$ cat src/rtl/ps2_keyboard_rx.sv
// PS/2 keyboard receiver: synchronizes and filters the PS/2 lines, then decodes frames into make codes.
// When REPEAT_FILTER_EN is defined, repeated make codes are suppressed until a break sequence completes.
module ps2_keyboard_rx #(
    parameter int SYNC_STAGES    = 2,
    parameter int FILTER_LEN     = 8,
    parameter int TIMEOUT_CYCLES = 100000,
    parameter int READY_CYCLES   = 4
) (
    input  logic       clk,
    input  logic       rst,
    input  logic       ps2_clk,
    input  logic       ps2_data,
    output logic [7:0] keyboard_data,
    output logic       keyboard_ready,
    output logic       extended,
    output logic       frame_err
);
    localparam int FLT_W = $clog2(FILTER_LEN + 1);
    localparam int TO_W  = $clog2(TIMEOUT_CYCLES + 1);
    localparam int RDY_W = $clog2(READY_CYCLES + 1);

    typedef enum logic [1:0] {IDLE, RECV, CHECK, DECODE} state_t;

    logic [SYNC_STAGES-1:0] clk_sync;
    logic [SYNC_STAGES-1:0] data_sync;
    logic                   clk_s;
    logic                   bit_in;
    logic                   clk_filt;
    logic [FLT_W-1:0]       flt_cnt;
    logic                   flt_done;
    logic                   fall;

    state_t                 state;
    state_t                 state_d;
    logic [3:0]             bit_cnt;
    logic [TO_W-1:0]        to_cnt;
    logic [7:0]             shift;
    logic                   parity_bit;
    logic                   stop_bit;
    logic                   frame_good;
    logic                   to_expire;
    logic                   check_fail;
    logic                   ext_pend;
    logic                   brk_pend;

    logic                   make_dec;
    logic                   suppress;
    logic                   report_req;
    logic [RDY_W-1:0]       rdy_cnt;
    logic                   pend;
    logic [7:0]             pend_data;
    logic                   pend_ext;

    // Input synchronizers
    always_ff @(posedge clk) begin
        if (rst) begin
            clk_sync  <= '1;
            data_sync <= '1;
        end else begin
            clk_sync  <= {clk_sync[SYNC_STAGES-2:0], ps2_clk};
            data_sync <= {data_sync[SYNC_STAGES-2:0], ps2_data};
        end
    end

    assign clk_s  = clk_sync[SYNC_STAGES-1];
    assign bit_in = data_sync[SYNC_STAGES-1];

    // Glitch filter: the synchronized clock must differ from the filtered one for FILTER_LEN cycles
    assign flt_done = (clk_s != clk_filt) && (flt_cnt == FLT_W'(FILTER_LEN - 1));
    assign fall     = flt_done && clk_filt;

    always_ff @(posedge clk) begin
        if (rst) begin
            clk_filt <= 1'b1;
            flt_cnt  <= '0;
        end else if (clk_s == clk_filt) begin
            flt_cnt  <= '0;
        end else if (flt_done) begin
            clk_filt <= clk_s;
            flt_cnt  <= '0;
        end else begin
            flt_cnt  <= flt_cnt + FLT_W'(1);
        end
    end

    // Frame state machine
    assign frame_good = (^shift ^ parity_bit) && stop_bit;

    always_comb begin
        state_d    = state;
        to_expire  = 1'b0;
        check_fail = 1'b0;
        case (state)
            IDLE: begin
                if (fall && !bit_in) begin
                    state_d = RECV;
                end
            end
            RECV: begin
                if (fall && bit_cnt == 4'd10) begin
                    state_d = CHECK;
                end else if (!fall && to_cnt == TO_W'(TIMEOUT_CYCLES - 1)) begin
                    state_d   = IDLE;
                    to_expire = 1'b1;
                end
            end
            CHECK: begin
                if (frame_good) begin
                    state_d = DECODE;
                end else begin
                    state_d    = IDLE;
                    check_fail = 1'b1;
                end
            end
            DECODE: begin
                state_d = IDLE;
            end
            default: begin
                state_d = IDLE;
            end
        endcase
    end

    always_ff @(posedge clk) begin
        if (rst) begin
            state     <= IDLE;
            bit_cnt   <= 4'd0;
            to_cnt    <= '0;
            ext_pend  <= 1'b0;
            brk_pend  <= 1'b0;
            frame_err <= 1'b0;
        end else begin
            state     <= state_d;
            frame_err <= to_expire | check_fail;
            case (state)
                IDLE: begin
                    if (fall && !bit_in) begin
                        bit_cnt <= 4'd1;
                        to_cnt  <= '0;
                    end
                end
                RECV: begin
                    if (fall) begin
                        to_cnt <= '0;
                        if (bit_cnt != 4'd10) begin
                            bit_cnt <= bit_cnt + 4'd1;
                        end
                    end else begin
                        to_cnt <= to_cnt + TO_W'(1);
                    end
                end
                CHECK: begin
                    if (!frame_good) begin
                        ext_pend <= 1'b0;
                        brk_pend <= 1'b0;
                    end
                end
                DECODE: begin
                    if (shift == 8'hE0) begin
                        ext_pend <= 1'b1;
                    end else if (shift == 8'hF0) begin
                        brk_pend <= 1'b1;
                    end else begin
                        ext_pend <= 1'b0;
                        brk_pend <= 1'b0;
                    end
                end
                default: ;
            endcase
        end
    end

    // Frame payload; a partial frame is simply overwritten by the next one
    always_ff @(posedge clk) begin
        if (state == RECV && fall) begin
            if (bit_cnt <= 4'd8) begin
                shift <= {bit_in, shift[7:1]};
            end else if (bit_cnt == 4'd9) begin
                parity_bit <= bit_in;
            end else begin
                stop_bit <= bit_in;
            end
        end
    end

    assign make_dec = (state == DECODE) && (shift != 8'hE0) && (shift != 8'hF0);

`ifdef REPEAT_FILTER_EN
    logic [8:0] last_make;
    logic       rpt_valid;

    assign suppress = rpt_valid && (last_make == {ext_pend, shift});

    always_ff @(posedge clk) begin
        if (rst) begin
            rpt_valid <= 1'b0;
        end else if (make_dec && brk_pend) begin
            rpt_valid <= 1'b0;
        end else if (report_req) begin
            rpt_valid <= 1'b1;
        end
    end

    always_ff @(posedge clk) begin
        if (report_req) begin
            last_make <= {ext_pend, shift};
        end
    end
`else
    assign suppress = 1'b0;
`endif

    assign report_req = make_dec && !brk_pend && !suppress;

    // Report stage: a report arriving during an active pulse drops ready for one cycle first
    always_ff @(posedge clk) begin
        if (rst) begin
            keyboard_data  <= 8'h00;
            extended       <= 1'b0;
            keyboard_ready <= 1'b0;
            rdy_cnt        <= '0;
            pend           <= 1'b0;
        end else if (report_req && keyboard_ready) begin
            keyboard_ready <= 1'b0;
            pend           <= 1'b1;
        end else if (report_req || pend) begin
            keyboard_data  <= pend ? pend_data : shift;
            extended       <= pend ? pend_ext : ext_pend;
            keyboard_ready <= 1'b1;
            rdy_cnt        <= RDY_W'(READY_CYCLES - 1);
            pend           <= 1'b0;
        end else if (keyboard_ready) begin
            if (rdy_cnt == '0) begin
                keyboard_ready <= 1'b0;
            end else begin
                rdy_cnt <= rdy_cnt - RDY_W'(1);
            end
        end
    end

    always_ff @(posedge clk) begin
        if (report_req && keyboard_ready) begin
            pend_data <= shift;
            pend_ext  <= ext_pend;
        end
    end

endmodule
$ cat config.mk
export PLATFORM = sky130hd
export DESIGN_NAME = ps2_keyboard_rx
export DESIGN_NICKNAME = d
export VERILOG_FILES = /design/src/rtl/ps2_keyboard_rx.sv
export SDC_FILE = /design/constraint.sdc
export NUM_CORES = 1
export LEC_CHECK = 0
export ABC_AREA = 1
export CAP_MARGIN = 20
export CORE_UTILIZATION = 32
export CTS_BUF_LIST = sky130_fd_sc_hd__clkbuf_8
export DETAILED_ROUTE_END_ITERATION = 12
export PLACE_DENSITY = 0.58
export SETUP_SLACK_MARGIN = 0.02
export SLEW_MARGIN = 25
export SYNTH_ARGS = -nofsm -noshare
export SYNTH_HDL_FRONTEND = slang
export SYNTH_SLANG_ARGS = --single-unit
$ cat constraint.sdc
create_clock -name clk -period 4.3 [get_ports clk]
set_input_delay 0.86 -clock clk [delete_from_list [all_inputs] [get_ports clk]]
set_output_delay 0.86 -clock clk [all_outputs]
set_load 0.01 [all_outputs]
# --- Yosys cells after proc, flatten, opt, wreduce, memory -nomap -nowiden ---
# Index checks and enable logic that the tools add are counted.
classes:
  n_addsub: 4
  n_lt_le_gt_ge: 1
  eq_ne: 22
  mux: 34
  bitwise_logic: 6
  n_reduce_logical: 35
op_table:
  columns: ["cell", "n"]
  rows:
  - ["$mux W17", 2]
  - ["$pmux W17 S2", 1]
  - ["$add A17 B1 Y17 const B", 1]
  - ["$eq A17 B17 Y1 const B", 1]
  - ["$eq A8 B8 Y1 const B", 2]
  - ["$mux W1", 16]
  - ["$ne A8 B8 Y1 const B", 2]
  - ["$reduce_and A3 Y1", 5]
  - ["$mux W4", 3]
  - ["$ne A2 B2 Y1 const B", 6]
  - ["$logic_and A1 B1 Y1", 11]
  - ["$reduce_and A2 Y1", 5]
  - ["$mux W3", 3]
  - ["$add A4 B1 Y4 const B", 2]
  - ["$eq A4 B4 Y1 const B", 2]
  - ["$mux W2", 4]
  - ["$mux W8", 1]
  - ["$pmux W2 S4", 1]
  - ["$pmux W4 S2", 1]
  - ["$reduce_bool A2 Y1", 4]
  - ["$reduce_xor A8 Y1", 1]
  - ["$ne A3 B3 Y1 const B", 2]
  - ["$eq A2 B2 Y1 const B", 2]
  - ["$eq A4 B3 Y1 const B", 1]
  - ["17 further kinds", 23]
word_totals:
  ff_bits: 68
  in_bits: 4
  out_inout_bits: 11
  word_cells: 122

# --- Logic depth before layout (Yosys ltp) ---
logic_depth:
  word_depth: 9
  depth_mapped: 11

# --- Worst setup path after synthesis ---
# Ideal clock, no wire load.
synth_path:
  path_type: "flip-flop to flip-flop"
  from: "register flt_cnt[0]"
  to: "register shift[0], enable pin"
  arrival_time_ns: 1.503
  t_required_ns: 3.925
  slack_ns: 2.421
  stages_incl_launch_ff: 8
  path_cell_list: "dfxtp_1 ha_1 nand2_1 nor2_4 nand2_1 nor2_4 inv_2 a21oi_1"
synth_between:
  elab_chain_len: 5
synth_rtl:
  columns: ["element", "line_no", "text"]
  rows:
  - ["start, declared", "29", "logic [FLT_W-1:0] flt_cnt;"]
  - ["start signal, assigned", "82", "flt_cnt <= flt_cnt + FLT_W'(1);"]
  - ["$eq A4 B3 Y1", "69", "assign flt_done = (clk_s != clk_filt) && (flt_cnt == FLT_W'(FILTER_LEN - 1));"]
  - ["$logic_and A1 B1 Y1", "69", null]
  - ["$logic_and A1 B1 Y1", "70", "assign fall = flt_done && clk_filt;"]
  - ["$logic_and A1 B1 Y1", "175", "if (state == RECV && fall) begin"]
  - ["$reduce_and A2 Y1 (no source line)", null, null]
  - ["end signal, assigned", "177", "shift <= {bit_in, shift[7:1]};"]
  - ["end, declared", "37", "logic [7:0] shift;"]
# Every way passes these cells.
# A chain may end at the register's enable or synchronous reset.

# --- Worst setup path after layout ---
layout_path:
  from: "register flt_cnt[0]"
  to: "register shift[5], enable pin"
# Same word-level chain as after synthesis.

==> flow_metrics.tcl <==
set metrics [dict create \
    reg2reg_slack_ns 2.07 \
    dr.first_iter.drc_count 153 \
    endpoint "shift[5]" \
    cts_buffer_depth 2 \
    cts_tree "built" \
    grt_pass1_wl_mm 10.8 \
    synth.top_cells.by_area "dfxtp_1, edfxtp_1, nand2_1" \
    finalCriticalPeriod_ns 2.23 \
    antenna_found_initial 0 \
    synthDistinctLibCells 36 \
    p_int_w 0.000940 \
    netlist_top_cells_count "nand2_1, dfxtp_1, inv_1" \
    coreArea_sq_mm 0.00977 \
    drv_cap 0 \
    rsz0062_at_grt "no" \
    finalWeightedCongestion 0.867 \
    nNetsFinal 433 \
    cts_hold_buf 0 \
    worstMarginPinSlew_ns 0.873 \
    wirelength_mm 6.02 \
    synth_area_sq_mm 0.00323 \
    power_frac_seq_pct 53.5 \
    port-buffer-count 14 \
    fmax_mhz 448 \
    post_cts_buffers 0 \
    p_leak_nw 1.43 \
    finalCritPeriodShare_pct 51.9 \
    yosysMostFrequentCell "nand2_1" \
    synthFlopType "dfxtp_1" \
    drc 0 \
    hold_path.class "reg -> reg" \
    cp.required_ns 4.27 \
    power_density_mw_per_mm2 331 \
    yosysTopAreaCellShare_pct 30.4 \
    dr.pass1.iters 4 \
    fillers 1039 \
    r2r_cells 7 \
    switching_share_pct 23.4 \
    wire_per_inst_microns 10.9 \
    grt_pass1_vias 2441 \
    fin_util_pct 38.0 \
    ios 15 \
    netlist_instances 398 \
    clock_latency_ns 0.35 \
    ys_ff_latch 68 \
    holdWs_ns 0.413 \
    clock_skew_ns 0.0136 \
    r2r-start "flt_cnt[0]" \
    ys_async_sr_fraction_pct 0 \
    irDropWorstVdd_v 0.000135 \
    yosys.area.top_type "dfxtp_1" \
    clk_pin_slew_ns 0.08 \
    vias 2531 \
    cts.sinks 68 \
    final_max_slew_viol_count 0 \
    crit_type "reg -> reg" \
    yosys_warnings 0 \
    grt_usage_pct 13.1 \
    pwr-share-clk_pct 45.1 \
    cts-root-buf "clkbuf_8" \
    grt_max_degree 25 \
    avgSynthCellArea_sq_um 8.12 \
    setup_violations 0 \
    start_util_pct 33.1 \
    cts_resized 0 \
    hpwl_mm 4.37 \
    startpoint_type "flop" \
    crit_start "flt_cnt[0]" \
    layout-drive-gt1-share_pct 10.5 \
    dieArea_sq_mm 0.0105 \
    dieWidth_microns 102 \
    antenna_cells 0 \
    tns_ns 0 \
    rows 36 \
    synthesis.nets 415 \
    path_max_fanout 8 \
    synth_edf_count 19 \
    r2r_end "shift[5]" \
    status "completed" \
    cts_buffers 9 \
    hold_viol_final 0 \
    syn2layout_area_growth_pct 14.8 \
    antenna_left 0 \
    die_h_microns 102 \
    vias_per_cell 4.57 \
    seq_area_frac_synth_pct 48.0 \
    relSlewSlack_pct 41.8 \
    p_comb_share_pct 1.4 \
    critPathArrivalTime_ns 2.21 \
    p_sw_w 0.000287 \
    htreeDepth 3 \
    p_total_w 0.00123 \
    overflow 0 \
    end_kind "flop" \
]
cell families after synthesis:
logic type      synth area share [%]
simple gates                    29.5
flops                           48.0
buf+inv                         7.55
compound gates                  8.56
fa+ha+maj                       5.03
xor+xnor                        1.35
critical path, stage by stage (launching register included):
cell,delay [ns]
dfxtp_1,0.35
ha_1,0.20
nand2_1,0.11
nor2_4,0.13
nand2_1,0.16
nor2_4,0.15
inv_2,0.09
a21oi_1,0.68
routing by layer:
| layer | GRT usage [%] | share of wire (%) | wire, microns |
|---|---|---|---|
| met1 | 16.4 | 51 | 3070 |
| met2 | 20.9 | 44 | 2660 |
| met3 | 4.20 | 2.8 | 168 |
| met4 | 5.49 | 2.0 | 122 |
| met5 | 0 | 0 | 0 |
how the worst min path moves through the flow:
| stage | cells past startpoint | slack, ns | startpoint | endpoint |
|---|---|---|---|---|
| 2_1_floorplan | 1 | 0.39 | clk_sync[0] | clk_sync[1] |
| 3_3_place_gp | 1 | 0.40 | data_sync[0] | data_sync[1] |
| 3_5_place_dp | 1 | 0.39 | data_sync[0] | data_sync[1] |
| 4_1_cts | 1 | 0.42 | data_sync[0] | data_sync[1] |
| 5_1_grt | 1 | 0.43 | data_sync[0] | data_sync[1] |
| 6_report | 1 | 0.41 | data_sync[0] | data_sync[1] |
sequential cells by signal, indices dropped and copies added (netlist names):
name / cells
keyboard_data: 8
stop_bit: 1
bit_cnt: 4
clk_filt: 1
flt_cnt: 4
keyboard_ready: 1
parity_bit: 1
extended: 1
state: 2
clk_sync: 2
rdy_cnt: 3
pend_ext: 1
brk_pend: 1
pend: 1
to_cnt: 17
ext_pend: 1
pend_data: 8
data_sync: 2
frame_err: 1
shift: 8
final cells by class:
type / count / area (sq um) / share of cell area (%)
inverters: 52 / 200 / 5.40
clock buffers: 9 / 124 / 3.34
clock inverters: 7 / 83.8 / 2.26
multi-input cells: 270 / 1440 / 38.7
flip-flops and latches: 68 / 1550 / 41.8
repair buffers: 15 / 148 / 3.98
well taps: 133 / 166 / 4.49
placed cells by master, fill, tap and decap left out, types with 2 or more instances in the layout:
| cell | instances |
|---|---|
| a31oi_1 | 2 |
| clkinv_4 | 2 |
| nand2_1 | 85 |
| o21ai_2 | 2 |
| nor2_2 | 3 |
| a21oi_1 | 33 |
| o21ai_0 | 9 |
| nor2_4 | 4 |
| inv_4 | 2 |
| edfxtp_1 | 19 |
| clkbuf_8 | 9 |
| nand2_2 | 3 |
| dfxtp_1 | 49 |
| inv_2 | 3 |
| nand4_1 | 7 |
| nor2_1 | 37 |
| o211ai_1 | 3 |
| inv_6 | 2 |
| xor2_1 | 4 |
| inv_1 | 46 |
| nand3_1 | 42 |
| or2_2 | 4 |
| clkdlybuf4s50_1 | 14 |
| nor3_1 | 7 |
| ha_1 | 13 |
| nor3b_1 | 3 |
per-stage QoR:
stage	worst slack [ns]	instance area [sq um]	instances
floorplan	2.42	3230	398
global placement	1.79	3500	538
detailed placement	1.72	3500	538
CTS	2.02	3710	554
global route	1.85	3710	554
finish	2.07	3710	554
power groups by stage:
stage                      logic, W  registers, W  clock network, W
final                     0.0000171      0.000657          0.000553
after global routing      0.0000194      0.000657          0.000593
after detailed placement  0.0000174      0.000672                 0
after CTS                 0.0000175      0.000657          0.000571
after global placement    0.0000169      0.000672                 0
after floorplan           0.0000108      0.000672                 0
(Power assumes the default switching activity.)
